## src/rtl/hazard_scoreboard_unit_if.sv

```systemverilog
// Pipeline-side bundle for the hazard/scoreboard unit: ID/EXE/MEM/WB register fields,
// long-latency issue/done events, and the forward/stall/scoreboard status it returns.
interface hazard_scoreboard_unit_if #(
    parameter int NUM_SRC = 3,
    parameter int REG_AW  = 5,
    parameter int MAX_LL  = 4
);
    localparam int CW = $clog2(MAX_LL + 1);

    logic [NUM_SRC*REG_AW-1:0] rs_id;
    logic [NUM_SRC-1:0]        rs_used_id;
    logic [REG_AW-1:0]         rd_id;
    logic                      reg_write_id;
    logic                      ll_id;
    logic [NUM_SRC*REG_AW-1:0] rs_exe;
    logic [REG_AW-1:0]         rd_exe;
    logic                      mem_read_exe;
    logic                      reg_write_exe;
    logic [REG_AW-1:0]         rd_mem;
    logic                      reg_write_mem;
    logic [REG_AW-1:0]         rd_wb;
    logic                      reg_write_wb;
    logic                      ll_issue;
    logic [REG_AW-1:0]         ll_issue_rd;
    logic                      ll_done;
    logic [REG_AW-1:0]         ll_done_rd;
    logic [NUM_SRC-1:0]        fwd_id;
    logic [NUM_SRC*2-1:0]      fwd_exe;
    logic                      stall_id;
    logic [CW-1:0]             ll_count;
    logic                      sb_err;

    modport master (
        output rs_id, rs_used_id, rd_id, reg_write_id, ll_id,
        output rs_exe, rd_exe, mem_read_exe, reg_write_exe,
        output rd_mem, reg_write_mem, rd_wb, reg_write_wb,
        output ll_issue, ll_issue_rd, ll_done, ll_done_rd,
        input  fwd_id, fwd_exe, stall_id, ll_count, sb_err
    );

    modport slave (
        input  rs_id, rs_used_id, rd_id, reg_write_id, ll_id,
        input  rs_exe, rd_exe, mem_read_exe, reg_write_exe,
        input  rd_mem, reg_write_mem, rd_wb, reg_write_wb,
        input  ll_issue, ll_issue_rd, ll_done, ll_done_rd,
        output fwd_id, fwd_exe, stall_id, ll_count, sb_err
    );
endinterface

```

## src/rtl/hazard_scoreboard_unit.sv

```systemverilog
// Operand bypass selection, ID stall generation and a long-latency write scoreboard.
// One lane per source operand; the scoreboard state is shared across lanes.
module hazard_scoreboard_lane #(
    parameter int REG_AW    = 5,
    parameter int ZERO_HARD = 1
) (
    input  logic [REG_AW-1:0]    rs_id,
    input  logic                 rs_used,
    input  logic [REG_AW-1:0]    rs_exe,
    input  logic [2**REG_AW-1:0] pending,
    input  logic [REG_AW-1:0]    rd_exe,
    input  logic                 load_exe,
    input  logic [REG_AW-1:0]    rd_mem,
    input  logic                 reg_write_mem,
    input  logic [REG_AW-1:0]    rd_wb,
    input  logic                 reg_write_wb,
    input  logic                 ll_done,
    input  logic [REG_AW-1:0]    ll_done_rd,
    output logic                 fwd_id,
    output logic [1:0]           fwd_exe,
    output logic                 stall
);
    logic valid_id, valid_exe, done_match;

    assign valid_id   = (ZERO_HARD == 0) || (rs_id != '0);
    assign valid_exe  = (ZERO_HARD == 0) || (rs_exe != '0);
    assign done_match = ll_done && (ll_done_rd == rs_id);

    always_comb begin
        fwd_exe = 2'b00;
        if (valid_exe && reg_write_mem && rd_mem == rs_exe)
            fwd_exe = 2'b01;
        else if (valid_exe && reg_write_wb && rd_wb == rs_exe)
            fwd_exe = 2'b10;
    end

    // A long-latency result landing this cycle is bypassed, so it neither stalls nor misses.
    assign fwd_id = valid_id && ((reg_write_wb && rd_wb == rs_id) || done_match);
    assign stall  = rs_used && valid_id &&
                    ((load_exe && rd_exe == rs_id) || (pending[rs_id] && !done_match));
endmodule

module hazard_scoreboard_unit #(
    parameter int NUM_SRC   = 3,
    parameter int REG_AW    = 5,
    parameter int MAX_LL    = 4,
    parameter int ZERO_HARD = 1
) (
    input logic                     clk,
    input logic                     reset,
    hazard_scoreboard_unit_if.slave bus
);
    localparam int NUM_REGS = 2**REG_AW;
    localparam int CW       = $clog2(MAX_LL + 1);

    logic [NUM_REGS-1:0] pending, pending_nxt;
    logic [CW-1:0]       count, count_nxt;
    logic                err, err_nxt;

    logic [NUM_SRC-1:0]  fwd_id_src, stall_src;
    logic [NUM_SRC*2-1:0] fwd_exe_src;

    function automatic logic is_valid(input logic [REG_AW-1:0] r);
        return (ZERO_HARD == 0) || (r != '0);
    endfunction

    for (genvar i = 0; i < NUM_SRC; i++) begin : g_lane
        hazard_scoreboard_lane #(.REG_AW(REG_AW), .ZERO_HARD(ZERO_HARD)) u_lane (
            .rs_id         (bus.rs_id[i*REG_AW +: REG_AW]),
            .rs_used       (bus.rs_used_id[i]),
            .rs_exe        (bus.rs_exe[i*REG_AW +: REG_AW]),
            .pending       (pending),
            .rd_exe        (bus.rd_exe),
            .load_exe      (bus.mem_read_exe && bus.reg_write_exe),
            .rd_mem        (bus.rd_mem),
            .reg_write_mem (bus.reg_write_mem),
            .rd_wb         (bus.rd_wb),
            .reg_write_wb  (bus.reg_write_wb),
            .ll_done       (bus.ll_done),
            .ll_done_rd    (bus.ll_done_rd),
            .fwd_id        (fwd_id_src[i]),
            .fwd_exe       (fwd_exe_src[i*2 +: 2]),
            .stall         (stall_src[i])
        );
    end

    logic waw, full;
    assign waw  = bus.reg_write_id && pending[bus.rd_id] && is_valid(bus.rd_id) &&
                  !(bus.ll_done && bus.ll_done_rd == bus.rd_id);
    assign full = bus.ll_id && (count == CW'(MAX_LL)) && !bus.ll_done;

    assign bus.stall_id = !reset && ((|stall_src) || waw || full);
    assign bus.fwd_id   = reset ? '0 : fwd_id_src;
    assign bus.fwd_exe  = reset ? '0 : fwd_exe_src;
    assign bus.ll_count = reset ? '0 : count;
    assign bus.sb_err   = !reset && err;

    logic done_hit, issue_req, issue_ok;

    always_comb begin
        done_hit    = bus.ll_done && is_valid(bus.ll_done_rd) && pending[bus.ll_done_rd];
        issue_req   = bus.ll_issue && is_valid(bus.ll_issue_rd);
        // A retiring op frees a slot in the same cycle, so a full board can still accept.
        issue_ok    = issue_req && ((count != CW'(MAX_LL)) || done_hit);
        pending_nxt = pending;
        if (done_hit) pending_nxt[bus.ll_done_rd] = 1'b0;
        if (issue_ok) pending_nxt[bus.ll_issue_rd] = 1'b1;
        count_nxt = count;
        if (issue_ok && !done_hit && count != CW'(MAX_LL))
            count_nxt = count + CW'(1);
        else if (done_hit && !issue_ok && count != '0)
            count_nxt = count - CW'(1);
        err_nxt = err || (bus.ll_done && !done_hit) || (issue_req && !issue_ok);
    end

    always_ff @(posedge clk) begin
        if (reset) begin
            pending <= '0;
            count   <= '0;
            err     <= 1'b0;
        end else begin
            pending <= pending_nxt;
            count   <= count_nxt;
            err     <= err_nxt;
        end
    end
endmodule

```

## src/flat_wrapper.sv

```systemverilog
// flat-port wrapper written by rule: the top's interface ports become plain ports
module hazard_scoreboard_unit_flat 
#(
    parameter int NUM_SRC   = 3,
    parameter int REG_AW    = 5,
    parameter int MAX_LL    = 4,
    parameter int ZERO_HARD = 1
)
  (clk, reset, bus_rs_id, bus_rs_used_id, bus_rd_id, bus_reg_write_id, bus_ll_id, bus_rs_exe, bus_rd_exe, bus_mem_read_exe, bus_reg_write_exe, bus_rd_mem, bus_reg_write_mem, bus_rd_wb, bus_reg_write_wb, bus_ll_issue, bus_ll_issue_rd, bus_ll_done, bus_ll_done_rd, bus_fwd_id, bus_fwd_exe, bus_stall_id, bus_ll_count, bus_sb_err);
  hazard_scoreboard_unit_if #(.NUM_SRC(NUM_SRC), .REG_AW(REG_AW), .MAX_LL(MAX_LL)) bus_i ();
  input logic clk;
  input logic reset;
  input wire logic [$bits(bus_i.rs_id)-1:0] bus_rs_id;
  input wire logic [$bits(bus_i.rs_used_id)-1:0] bus_rs_used_id;
  input wire logic [$bits(bus_i.rd_id)-1:0] bus_rd_id;
  input wire logic [$bits(bus_i.reg_write_id)-1:0] bus_reg_write_id;
  input wire logic [$bits(bus_i.ll_id)-1:0] bus_ll_id;
  input wire logic [$bits(bus_i.rs_exe)-1:0] bus_rs_exe;
  input wire logic [$bits(bus_i.rd_exe)-1:0] bus_rd_exe;
  input wire logic [$bits(bus_i.mem_read_exe)-1:0] bus_mem_read_exe;
  input wire logic [$bits(bus_i.reg_write_exe)-1:0] bus_reg_write_exe;
  input wire logic [$bits(bus_i.rd_mem)-1:0] bus_rd_mem;
  input wire logic [$bits(bus_i.reg_write_mem)-1:0] bus_reg_write_mem;
  input wire logic [$bits(bus_i.rd_wb)-1:0] bus_rd_wb;
  input wire logic [$bits(bus_i.reg_write_wb)-1:0] bus_reg_write_wb;
  input wire logic [$bits(bus_i.ll_issue)-1:0] bus_ll_issue;
  input wire logic [$bits(bus_i.ll_issue_rd)-1:0] bus_ll_issue_rd;
  input wire logic [$bits(bus_i.ll_done)-1:0] bus_ll_done;
  input wire logic [$bits(bus_i.ll_done_rd)-1:0] bus_ll_done_rd;
  output wire logic [$bits(bus_i.fwd_id)-1:0] bus_fwd_id;
  output wire logic [$bits(bus_i.fwd_exe)-1:0] bus_fwd_exe;
  output wire logic [$bits(bus_i.stall_id)-1:0] bus_stall_id;
  output wire logic [$bits(bus_i.ll_count)-1:0] bus_ll_count;
  output wire logic [$bits(bus_i.sb_err)-1:0] bus_sb_err;
  assign bus_i.rs_id = bus_rs_id;
  assign bus_i.rs_used_id = bus_rs_used_id;
  assign bus_i.rd_id = bus_rd_id;
  assign bus_i.reg_write_id = bus_reg_write_id;
  assign bus_i.ll_id = bus_ll_id;
  assign bus_i.rs_exe = bus_rs_exe;
  assign bus_i.rd_exe = bus_rd_exe;
  assign bus_i.mem_read_exe = bus_mem_read_exe;
  assign bus_i.reg_write_exe = bus_reg_write_exe;
  assign bus_i.rd_mem = bus_rd_mem;
  assign bus_i.reg_write_mem = bus_reg_write_mem;
  assign bus_i.rd_wb = bus_rd_wb;
  assign bus_i.reg_write_wb = bus_reg_write_wb;
  assign bus_i.ll_issue = bus_ll_issue;
  assign bus_i.ll_issue_rd = bus_ll_issue_rd;
  assign bus_i.ll_done = bus_ll_done;
  assign bus_i.ll_done_rd = bus_ll_done_rd;
  assign bus_fwd_id = bus_i.fwd_id;
  assign bus_fwd_exe = bus_i.fwd_exe;
  assign bus_stall_id = bus_i.stall_id;
  assign bus_ll_count = bus_i.ll_count;
  assign bus_sb_err = bus_i.sb_err;
  hazard_scoreboard_unit #(.NUM_SRC(NUM_SRC), .REG_AW(REG_AW), .MAX_LL(MAX_LL), .ZERO_HARD(ZERO_HARD)) u_core (.clk(clk), .reset(reset), .bus(bus_i));
endmodule
```

## config.mk

```make
export PLATFORM = sky130hd
export DESIGN_NAME = hazard_scoreboard_unit_flat
export DESIGN_NICKNAME = d
export VERILOG_FILES = /design/src/rtl/hazard_scoreboard_unit_if.sv /design/src/rtl/hazard_scoreboard_unit.sv /design/src/flat_wrapper.sv
export SDC_FILE = /design/constraint.sdc
export NUM_CORES = 1
export LEC_CHECK = 0
export CAP_MARGIN = 20
export CORE_MARGIN = 1
export CORE_UTILIZATION = 29
export DETAILED_ROUTE_END_ITERATION = 8
export DONT_BUFFER_PORTS = 1
export SLEW_MARGIN = 0
export SYNTH_ARGS = -nofsm -noshare
export SYNTH_HDL_FRONTEND = slang
export SYNTH_HIERARCHICAL = 1
export SYNTH_SLANG_ARGS = --single-unit
```

## constraint.sdc

```tcl
create_clock -name clk -period 6.1 [get_ports clk]
set_input_delay 1.525 -clock clk [delete_from_list [all_inputs] [get_ports clk]]
set_output_delay 1.525 -clock clk [all_outputs]
set_load 0.005 [all_outputs]
```

==> metrics <==
highest clock rate 216 MHz; CP arrival 3.11 ns; Worst-path clk slew 0.06 ns; area share of the largest cell type after synthesis 16.0%; synthesized area 0.00451 mm^2; worst-path fanout max 11; worst-case reg-to-reg path depth 10; Residual DRC 0; largest area contributor in the synthesized netlist dfxtp_1; Die ar. 0.0160 mm^2; Die Span X 127 um; period utilization 76.0%; reg2reg end u_core/count[2]; core area 0.0152 mm^2; IO Port Bufs 0; Skew-Pair Late Insertion Delay 0.28 ns; Placed Instances 640; 1st-pass router iterations 5; largest net degree at the start of global routing 33; crit end category output port; IO Count 87; CTS Buf Count 5; Area Growth Syn to Fin 1.83%; Initial Utilization 29.7%; outcome finished, final reports clean; worst min path class flop to flop; maximum vdd drop 0.000103 V; CTS Root Cell clkbuf_16; pwr dens 150 mW/mm^2; setup ws final 1.46 ns; RSZ-0062 raised after global routing no; Overflow after GRT 0; ys async rst share 0%; placer's final routability congestion estimate 0.866; flop2flop setup slack 3.02 ns; routed length per instance 22.5 um; via count 3,973; pre-CTS setup slack 1.51 ns; Post-synth top cells 49 x mux2i_1, 46 x xor2_1, 37 x xnor2_1, 36 x dfxtp_1; CP required 4.58 ns; CTS Buffer Depth 2; synthesized area per cell 9.05 um^2; post-synthesis cell count 498; Sequential Area 721 um^2; Netlist cell types 58; Post-synth EDFFs 0; max-cap viol count 0; # nets final 533; routed vias/inst 6.14; Fill cells 1,609; synth warn 6; Fin Setup TNS 0 ns; synth top area cells dfxtp_1 16%, mux2i_1 11%, mux4_2 9.5%, xor2_1 8.9%, xnor2_1 7.2%; first-pass GRT wire length 22.9 mm; CTS tree yes; DIE HEIGHT 127 um; fraction of layout cells with a size suffix above 1 11.1%; critical path class input pin to output port; Worst Max-Slew Pin Slew 0.902 ns; Critical R2R Launch u_core/pending[20]; initial antenna violation count 0; number of global-route vias before repair 3,973; Layout Cells excl Fill 647; antenna diode count 0; leak pwr 0.00155 uW; CTS Sinks 36; ys flop type dfxtp_1; CTS H-tree depth 2; area of the multi-input gates 0.00346 mm^2; crit start category input pin; crit path capture bus_stall_id; hold_ws 0.484 ns; final hold viol count 0; GRT Resource Usage Total 18.0%; WL final 14.5 mm; ANT nets after route 0; clock skew 0.00411 ns; minimum clock period after layout 4.64 ns; post-cts resize count 0; post-CTS setup buffer count 0; Post-CTS Hold Buffers 0; hpwl dp 11.0 mm; #FFs+latches synth 36; most frequent cell after synthesis mux2i_1; Rows 45; register area share after synthesis 16.0%; Final setup viols 0; Rel. slew slack 39.8%; crit path from bus_rs_id[5]; Net Count, Synth 572; final-report max-slew violation count 0; DR iter-0 viols 294
## worst min-delay path by stage
stage	endpoint	cells past startpoint	slack, ns	start
2_1_floorplan	u_core/err	2	0.43	u_core/err
3_3_place_gp	u_core/err	2	0.45	u_core/err
3_5_place_dp	u_core/err	2	0.48	u_core/err
4_1_cts	u_core/err	2	0.49	u_core/err
5_1_grt	u_core/err	2	0.53	u_core/err
6_report	u_core/err	2	0.48	u_core/err
## state kept, by name (all words and copies together), names as in the netlist
register	cells
u_core/err	1
u_core/count	3
u_core/pending	32
## kinds of logic after synthesis
logic type	after synthesis	synth area share [%]
flip-flops	36	16.0
AO/OA/AOI/OAI	94	16.7
XOR/XNOR	83	16.1
multiplexers	76	23.4
buffers and inverters	52	7.36
adder cells (fa/ha/maj)	1	0.444
AND/OR/NAND/NOR	156	20.0
## metrics by stage
stage                     power (uW)  instance area [um^2]  util, %
after floorplan                  435                  4510        -
after global placement           419                  4440     29.2
after detailed placement         424                  4440     29.2
after CTS                        689                  4590     30.2
after global routing             716                  4590     30.2
final                            688                  4590     30.2
## layer usage
metal	vias up	part of all wire [%]	track usage (%)
met4	0	1.7	5.11
li1	1827	-	-
met2	167	46	29.6
met1	1958	44	24.4
met3	21	7.8	3.04
met5	-	0	0
## critical path, stage by stage
cell     delay, ns
mux4_1        0.53
mux2_2        0.28
nand2_1       0.07
o311a_1       0.17
o21ai_2       0.07
nor4_1        0.30
a21oi_1       0.17
## cells in the final DEF (no fill, tap or decap), types with 4 or more instances in the layout
cell / synthesis / final
clkbuf_16: 0 / 5
mux2_2: 5 / 5
o311a_1: 8 / 8
nand4_1: 12 / 12
o31ai_1: 15 / 15
o41ai_1: 7 / 7
o311ai_0: 18 / 18
nand3b_1: 16 / 16
nor2b_1: 14 / 14
dfxtp_1: 36 / 36
o22ai_1: 4 / 4
a21oi_1: 6 / 6
or2_2: 5 / 5
mux2i_1: 49 / 49
nand3_1: 19 / 19
xnor2_1: 37 / 37
a31o_2: 4 / 4
nor4_1: 22 / 22
nand2_1: 18 / 18
nor2_1: 22 / 22
xor2_1: 46 / 46
nand2b_1: 4 / 4
mux4_2: 19 / 19
o211ai_1: 7 / 7
inv_1: 5 / 5
o21ai_0: 4 / 4
a211oi_1: 4 / 4
## where the power goes
part	internal [uW]	switching, uW
Clock	171	95.4
Combinational	86.3	79.2
Sequential	243	12.2
## cell type report
type / count / area share [%]
Inverter: 5 / 0.409
Sequential cell: 36 / 15.7
Clock buffer: 7 / 3.33
Tap cell: 188 / 5.12
Multi-Input combinational cell: 410 / 75.3
Timing Repair Buffer: 1 / 0.164
(Power assumes the default switching activity.)
